==> config.mk <==
export PLATFORM = sky130hd
export DESIGN_NAME = fetch_stage_flat
export DESIGN_NICKNAME = d
export VERILOG_FILES = /design/src/rtl/mips_pkg.sv /design/src/rtl/fetch_stage_if.sv /design/src/rtl/fetch_stage_if_id_reg.sv /design/src/rtl/fetch_stage.sv /design/src/flat_wrapper.sv
export SDC_FILE = /design/constraint.sdc
export NUM_CORES = 1
export LEC_CHECK = 0
export BUFFER_PORTS_ARGS = -buffer_cell sky130_fd_sc_hd__buf_2
export CAP_MARGIN = 25
export CORE_UTILIZATION = 35
export CTS_CLUSTER_DIAMETER = 40
export CTS_CLUSTER_SIZE = 25
export DETAILED_ROUTE_END_ITERATION = 8
export PLACE_DENSITY = 0.6
export REMOVE_ABC_BUFFERS = 1
export SLEW_MARGIN = 10
export SYNTH_ARGS = -nofsm -noshare
export SYNTH_HDL_FRONTEND = slang
export SYNTH_SLANG_ARGS = --single-unit
export TNS_END_PERCENT = 1
==> constraint.sdc <==
create_clock -name clk -period 4 [get_ports clk]
set_input_delay 0 -clock clk [delete_from_list [all_inputs] [get_ports clk]]
set_output_delay 0 -clock clk [all_outputs]
set_load 0.02 [all_outputs]
==> src/rtl/mips_pkg.sv <==
// Shared MIPS pipeline definitions: data-path word type, PC increment,
// reset/bubble defaults and the next-PC source selector used by fetch.
package mips_pkg;

    localparam int unsigned WORD_W = 32;

    typedef logic [WORD_W-1:0] word_t;

    localparam word_t PC_INC            = 32'd4;
    localparam word_t NOP_INSTR_DEFAULT = 32'h0000_0000;  // sll $0,$0,0
    localparam word_t RESET_PC_DEFAULT  = 32'h0000_0000;

    typedef enum logic [1:0] {
        SEL_PC4,
        SEL_BRANCH,
        SEL_JUMP
    } next_pc_sel_t;

    // Clears the byte-offset bits so every PC stays word aligned.
    function automatic word_t word_align(input word_t a);
        return a & ~word_t'(3);
    endfunction

endpackage

==> src/rtl/fetch_stage_if.sv <==
// Instruction-memory bus between the fetch stage and instruction memory.
//   imem_addr  : fetch address (driven by fetch, master)
//   imem_rdata : instruction word, combinational read of imem_addr (slave)
interface fetch_stage_if;
    import mips_pkg::*;

    word_t imem_addr;
    word_t imem_rdata;

    modport master (output imem_addr, input  imem_rdata);
    modport slave  (input  imem_addr, output imem_rdata);
endinterface

==> src/rtl/fetch_stage_if_id_reg.sv <==
// IF/ID pipeline register: instruction word, PC+4 and valid flag.
//   clk_i, rst_i : clock, synchronous active-high reset
//   hold_i       : keep current contents (stall)
//   bubble_i     : load NOP_INSTR with valid cleared (squash)
//   instr_i      : fetched instruction word
//   pc4_i        : PC+4 of the fetched instruction
//   dinstr_o, dpc4_o, dvalid_o : registered IF/ID contents
module if_id_reg
    import mips_pkg::*;
#(
    parameter word_t NOP_INSTR = NOP_INSTR_DEFAULT,
    parameter word_t RESET_PC4 = RESET_PC_DEFAULT + PC_INC
) (
    input  logic  clk_i,
    input  logic  rst_i,
    input  logic  hold_i,
    input  logic  bubble_i,
    input  word_t instr_i,
    input  word_t pc4_i,
    output word_t dinstr_o,
    output word_t dpc4_o,
    output logic  dvalid_o
);

    word_t dinstr_q, dinstr_d;
    word_t dpc4_q,   dpc4_d;
    logic  dvalid_q, dvalid_d;

    always_comb begin
        dinstr_d = dinstr_q;
        dpc4_d   = dpc4_q;
        dvalid_d = dvalid_q;
        if (!hold_i) begin
            // dpc4 loads even on a bubble; it is don't-care while dvalid=0.
            dpc4_d = pc4_i;
            if (bubble_i) begin
                dinstr_d = NOP_INSTR;
                dvalid_d = 1'b0;
            end else begin
                dinstr_d = instr_i;
                dvalid_d = 1'b1;
            end
        end
    end

    always_ff @(posedge clk_i) begin
        if (rst_i) begin
            dinstr_q <= NOP_INSTR;
            dpc4_q   <= RESET_PC4;
            dvalid_q <= 1'b0;
        end else begin
            dinstr_q <= dinstr_d;
            dpc4_q   <= dpc4_d;
            dvalid_q <= dvalid_d;
        end
    end

    assign dinstr_o = dinstr_q;
    assign dpc4_o   = dpc4_q;
    assign dvalid_o = dvalid_q;

endmodule

==> src/rtl/fetch_stage.sv <==
// IF stage of the 5-stage MIPS pipeline: PC register, next-PC select
// (jump > branch > PC+4) and the IF/ID register.
//   clk, rst      : clock, synchronous active-high reset (dominates all)
//   stall         : freeze PC and IF/ID; redirects ignored while set
//   branch_taken, bpc : taken branch and its target from decode
//   jump, jpc     : j/jal and its target from decode
//   imem          : instruction-memory bus (imem_addr = pc)
//   pc            : current fetch PC
//   dinstr, dpc4, dvalid : IF/ID contents (dvalid=0 marks a bubble)
// Optional macro FETCH_PERF_CNT_EN adds perf_fetch / perf_stall counters.
module fetch_stage
    import mips_pkg::*;
#(
    parameter word_t RESET_PC  = RESET_PC_DEFAULT,
    parameter word_t NOP_INSTR = NOP_INSTR_DEFAULT
) (
    input  logic  clk,
    input  logic  rst,
    input  logic  stall,
    input  logic  branch_taken,
    input  word_t bpc,
    input  logic  jump,
    input  word_t jpc,
    fetch_stage_if.master imem,
    output word_t pc,
    output word_t dinstr,
    output word_t dpc4,
    output logic  dvalid
`ifdef FETCH_PERF_CNT_EN
    ,
    output word_t perf_fetch,
    output word_t perf_stall
`endif
);

    word_t        pc_q, pc_d;
    word_t        pc4;
    word_t        target;
    next_pc_sel_t sel;
    logic         redirect;

    assign pc4      = pc_q + PC_INC;  // wraps modulo 2^32
    assign redirect = jump | branch_taken;

    always_comb begin
        sel = SEL_PC4;
        if (jump) begin
            sel = SEL_JUMP;
        end else if (branch_taken) begin
            sel = SEL_BRANCH;
        end
    end

    always_comb begin
        case (sel)
            SEL_JUMP:   target = word_align(jpc);
            SEL_BRANCH: target = word_align(bpc);
            default:    target = pc4;
        endcase
        pc_d = stall ? pc_q : target;
    end

    always_ff @(posedge clk) begin
        if (rst) begin
            pc_q <= RESET_PC;
        end else begin
            pc_q <= pc_d;
        end
    end

    assign pc             = pc_q;
    assign imem.imem_addr = pc_q;

    if_id_reg #(
        .NOP_INSTR (NOP_INSTR),
        .RESET_PC4 (RESET_PC + PC_INC)
    ) u_if_id (
        .clk_i    (clk),
        .rst_i    (rst),
        .hold_i   (stall),
        .bubble_i (redirect),
        .instr_i  (imem.imem_rdata),
        .pc4_i    (pc4),
        .dinstr_o (dinstr),
        .dpc4_o   (dpc4),
        .dvalid_o (dvalid)
    );

`ifdef FETCH_PERF_CNT_EN
    word_t perf_fetch_q, perf_stall_q;

    always_ff @(posedge clk) begin
        if (rst) begin
            perf_fetch_q <= '0;
            perf_stall_q <= '0;
        end else begin
            if (stall) begin
                perf_stall_q <= perf_stall_q + 32'd1;
            end else if (!redirect) begin
                perf_fetch_q <= perf_fetch_q + 32'd1;
            end
        end
    end

    assign perf_fetch = perf_fetch_q;
    assign perf_stall = perf_stall_q;
`endif

endmodule

==> src/flat_wrapper.sv <==
// flat-port wrapper written by rule: the top's interface ports become plain ports
module fetch_stage_flat import mips_pkg::*;
#(
    parameter word_t RESET_PC  = RESET_PC_DEFAULT,
    parameter word_t NOP_INSTR = NOP_INSTR_DEFAULT
)
  (clk, rst, stall, branch_taken, bpc, jump, jpc, pc, dinstr, dpc4, dvalid, imem_imem_addr, imem_imem_rdata);
  fetch_stage_if imem_i ();
  input  logic clk;
  input  logic rst;
  input  logic stall;
  input  logic branch_taken;
  input  word_t bpc;
  input  logic jump;
  input  word_t jpc;
  output word_t pc;
  output word_t dinstr;
  output word_t dpc4;
  output logic dvalid;
  output wire logic [$bits(imem_i.imem_addr)-1:0] imem_imem_addr;
  input wire logic [$bits(imem_i.imem_rdata)-1:0] imem_imem_rdata;
  assign imem_imem_addr = imem_i.imem_addr;
  assign imem_i.imem_rdata = imem_imem_rdata;
  fetch_stage #(.RESET_PC(RESET_PC), .NOP_INSTR(NOP_INSTR)) u_core (.clk(clk), .rst(rst), .stall(stall), .branch_taken(branch_taken), .bpc(bpc), .jump(jump), .jpc(jpc), .imem(imem_i), .pc(pc), .dinstr(dinstr), .dpc4(dpc4), .dvalid(dvalid));
endmodule
Word level (Yosys, flattened, before mapping):

Cells that the tools add are included.

* flip-flop bits (word level): 97
* input port bits: 101
* output and inout port bits: 129
* logic and storage cells: 13

* add/subtract/negate cells: 1
* eq/ne operators: 2
* mux-type cells: 5
* bitwise operators: 1

Operator list (count)
* $pmux W32 S2: 1
* $add A32 B3 Y32 const B: 1
* $mux W32: 1
* $eq A2 B1 Y1 const B: 1
* $eq A2 B2 Y1 const B: 1
* $mux W1: 2
* $mux W2: 1
* $or A1 B1 Y1: 1

Depth between registers and ports, before layout:

* word-level depth: 4
* depth in mapped cells: 8
* gate-level depth less buffers: 6

Cells and area by module:

A second synthesis with hierarchy kept.

* cell total of the unflattened synthesis: 664
* area, all modules: 5490.3 um2

Modules (own cells, without submodules)
* fetch_stage: instances 1, cells an instance 414, area an instance 2859.0 um2, sequential area each 600.6 um2
* if_id_reg: instances 1, cells an instance 250, area an instance 2631.3 um2, sequential area each 1301.2 um2

Worst setup path before layout:

OpenSTA, ideal clock, no wires.

* path kind: register to register
* from: register u_core.pc_q[10] (netlist: u_core.imem.imem_addr[10])
* to: register u_core.u_if_id.dpc4_q[25] (netlist: u_core.u_if_id.dpc4_o[25])
* setup time: 0.086 ns
* arrival: 2.108 ns
* data required time: 3.914 ns
* slack: 1.806 ns
* stages on the path, launching flop included: 8
* path buffers: 2
* clock period less this slack: 2.194 ns
* cell sequence: dfxtp_1 -> buf_2 -> nand4_2 -> or4_1 -> buf_6 -> or2_2 -> xnor2_1 -> a211oi_1

* longest elaborated chain between the ends: 1

RTL lines
* start, declared: line fetch_stage.sv:36 `word_t pc_q, pc_d;`
* start signal, assigned: line fetch_stage.sv:67 `pc_q <= pc_d;`
* $add A32 B3 Y32: line fetch_stage.sv:42 `assign pc4 = pc_q + PC_INC;`
* end signal, assigned: line fetch_stage_if_id_reg.sv:53 `dpc4_q <= dpc4_d;`
* end, declared: line fetch_stage_if_id_reg.sv:26 `word_t dpc4_q, dpc4_d;`

No other way between the ends.
A chain may end at the register's enable or synchronous reset.

Final worst setup path:

* from: register u_core.pc_q[2] (netlist: u_core.imem.imem_addr[2])
* to: register u_core.pc_q[12] (netlist: u_core.imem.imem_addr[12])

* longest elaborated chain between the ends: 2

RTL lines
* $add A32 B3 Y32: line fetch_stage.sv:42
* $pmux W32 S2: line fetch_stage.sv:55 `case (sel)`

No other way between the ends.

==> out/qor.csv <==
metric,value,unit
outcome,"complete, no violations",
cts_made_buffers,9,
worstMarginPinSlew,0.994,ns
n_antenna_cell,0,
area_delta_synth_final,30.6,%
drt_iter0_markers,276,
switching_share,29.5,%
via_per_inst,5.26,
synthCells,626,
syn_area_per_cell,7.95,um^2
seq_area_frac_synth,37.4,%
clock_skew,0.00571,ns
crit_fanout,15,
gr-usage-all-layers,20.7,%
path_clk_slew,0.07,ns
period_needed,2.96,ns
worstPathArrival,3.21,ns
ys_ff_latch,93,
timing.final.crit_share,73.9,%
place_congestion,0.738,
tns,0,ns
ctsResizeCount,0,
endpoint_kind,flop,
rsz0062_at_grt,no,
num_io_pins,230,
startpoint_type,flop,
ant_nets,0,
layout_common_cells,"buf_2, dfxtp_1, nor2_1",
antenna_found_initial,0,
initial_utilization,35.9,%
clk_latency,0.34,ns
vias,5204,
drc,0,
die_w,121,um
fin_nets,906,
multi_input_area,0.00260,mm^2
cp_data_required_time,4.25,ns
hp-class,input port to flop,
synth_edf_count,0,
power_frac_comb,18.2,%
drv_cap,0,
wl_per_cell,16.0,um
cts_sinks,93,
drive_gt1_share,31.9,%
cts_buffer_depth,2,
die_h,121,um
cts_tree,done,
mappedNetlistArea,0.00498,mm^2
pwr-share-seq,43.7,%
slew_violations,0,
fmax,338,MHz
dr.pass1.iters,4,
hp-start,imem_imem_rdata[15],
seq_area,0.00186,mm^2
grt_max_degree,92,
synthDistinctLibCells,58,
die_area,0.0147,mm^2
grt_pass1_vias,4782,
p_leak,3.09,nW
setup_violations,0,
fin_util,46.8,%
wl,15800,um
slew_headroom,33.6,%
nFillCells,1394,
ir_drop,0.000246,V
yosysWarnings,0,
p_sw,689,uW
grt-ovfl-total,0,
final_common_cell,buf_2,
synth-main-ff-cell,dfxtp_1,
hold_viol_final,0,
rows,43,
async_reset_ff_share,0,%
crit_path_start,u_core.imem.imem_addr[2]$_SDFFE_PP0N_,
power_frac_clock,38.1,%
htree_levels,3,
grt_pass1_wl,24000,um
coreArea,0.0139,mm^2
internal-power,1.65,mW
r2r_start,u_core.imem.imem_addr[2]$_SDFFE_PP0N_,
clockRootBuffer,clkbuf_16,
critPathKind,flop to flop,
hpwl,10200,um
p_per_area,359,mW/mm^2
port_buffers,219,
-- synth_stat cells, types with 3 or more instances --
master,count,area (um^2)
nand2_1,50,188
o32ai_1,7,61.3
xnor2_1,18,158
o221a_2,3,33.8
a221oi_1,4,35.0
inv_1,12,45.0
o211ai_1,4,30.0
dfxtp_1,93,1860
nor3_1,8,40.0
and3_1,42,263
nand4_1,16,100
a211oi_1,16,120
o221ai_1,3,26.3
nand3_1,11,55.1
mux2i_1,6,60.1
a221o_1,3,30.0
a22oi_1,7,52.6
and4_1,4,35.0
xor2_1,9,78.8
a21o_1,4,30.0
nor2_1,74,278
nor4_1,5,31.3
buf_1,3,11.3
o31a_1,3,26.3
o21ai_0,16,80.1
buf_4,36,270
a31oi_1,8,50.1
nand3b_1,4,30.0
a21oi_1,65,325
buf_2,3,15.0
a222oi_1,4,40.0
clkbuf_1,51,191
o21a_1,3,22.5
-- sequential cells by signal (all words and copies together), names as in the netlist --
name / flops
u_core.u_if_id.dinstr_o: 32
u_core.imem.imem_addr: 30
u_core.u_if_id.dpc4_o: 30
u_core.u_if_id.dvalid_o: 1
-- power groups by stage --
stage          logic, mW  registers [mW]  clock network [mW]
2_1_floorplan      0.134            1.11                   0
4_1_cts            0.427            1.02               0.918
3_3_place_gp       0.394            1.04                   0
5_1_grt            0.461            1.03               0.949
6_report           0.425            1.02               0.891
3_5_place_dp       0.399            1.04                   0
-- through the flow --
stage          hold slack (ns)  setup slack, ns  cell area (um^2)  std cells  power [mW]
2_1_floorplan           0.0646             1.53              4500        537        1.25
3_3_place_gp             0.270             1.49              5870        941        1.43
3_5_place_dp             0.280             1.44              5870        941        1.44
4_1_cts              0.0000664             1.02              6500        989        2.37
5_1_grt                 0.0143            0.862              6500        989        2.44
6_report               0.00245             1.04              6500        989        2.34
-- cell type report --
type,instances,share of cell area (%)
Clock buffer,10,3.68
Multi-Input combinational cell,432,40.0
Inverter,12,0.693
Clock inverter,6,1.08
Sequential cell,93,28.6
Timing Repair Buffer,256,22.4
Tap cell,180,3.46
-- timing repair --
| item | in CTS | in global routing |
|---|---|---|
| hold endpoints to repair | 27 | 0 |
| hold buffers | 32 | 0 |
| buffers inserted | 0 | 0 |
| setup endpoints to repair | 0 | 0 |
-- kinds of logic (layout without fill, tap and decap cells) --
| kind of cell | count (synthesis) | after routing | share of synthesized area [%] |
|---|---|---|---|
| xor+xnor | 27 | 27 | 4.75 |
| fa+ha+maj | 1 | 1 | 0.251 |
| flops | 93 | 93 | 37.4 |
| mux | 6 | 6 | 1.21 |
| simple gates | 230 | 230 | 23.8 |
| buf+inv | 106 | 284 | 10.9 |
| other cells | 1 | 6 | 0.0753 |
| compound gates | 162 | 162 | 21.6 |
-- final timing paths --
check,slack [ns],cells after the start,end
worst max-delay path,1.04,7,u_core.imem.imem_addr[12]$_SDFFE_PP0N_
worst min-delay path,0.002,4,u_core.u_if_id.dinstr_o[15]$_SDFFE_PP0N_
worst max register to register,1.04,7,u_core.imem.imem_addr[12]$_SDFFE_PP0N_
worst min register to register,0.46,2,u_core.u_if_id.dpc4_o[15]$_SDFFE_PP0N_
-- routing by layer --
layer | track usage, % | vias to the layer above | routed length, um
met4 | 8.41 | 0 | 278
li1 | - | 2547 | -
met3 | 2.82 | 21 | 701
met2 | 35.4 | 181 | 7750
met5 | 0 | - | 0
met1 | 26.1 | 2455 | 7050
-- worst max-delay path, cell delays in order (launching register included) --
cell           delay, ns
dfxtp_1             0.46
ha_1                0.28
and4_1              0.62
and2_1              0.39
and3_1              0.27
a222oi_1            0.10
dlygate4sd3_1       0.63
o32ai_1             0.11
(Power assumes the default switching activity.)
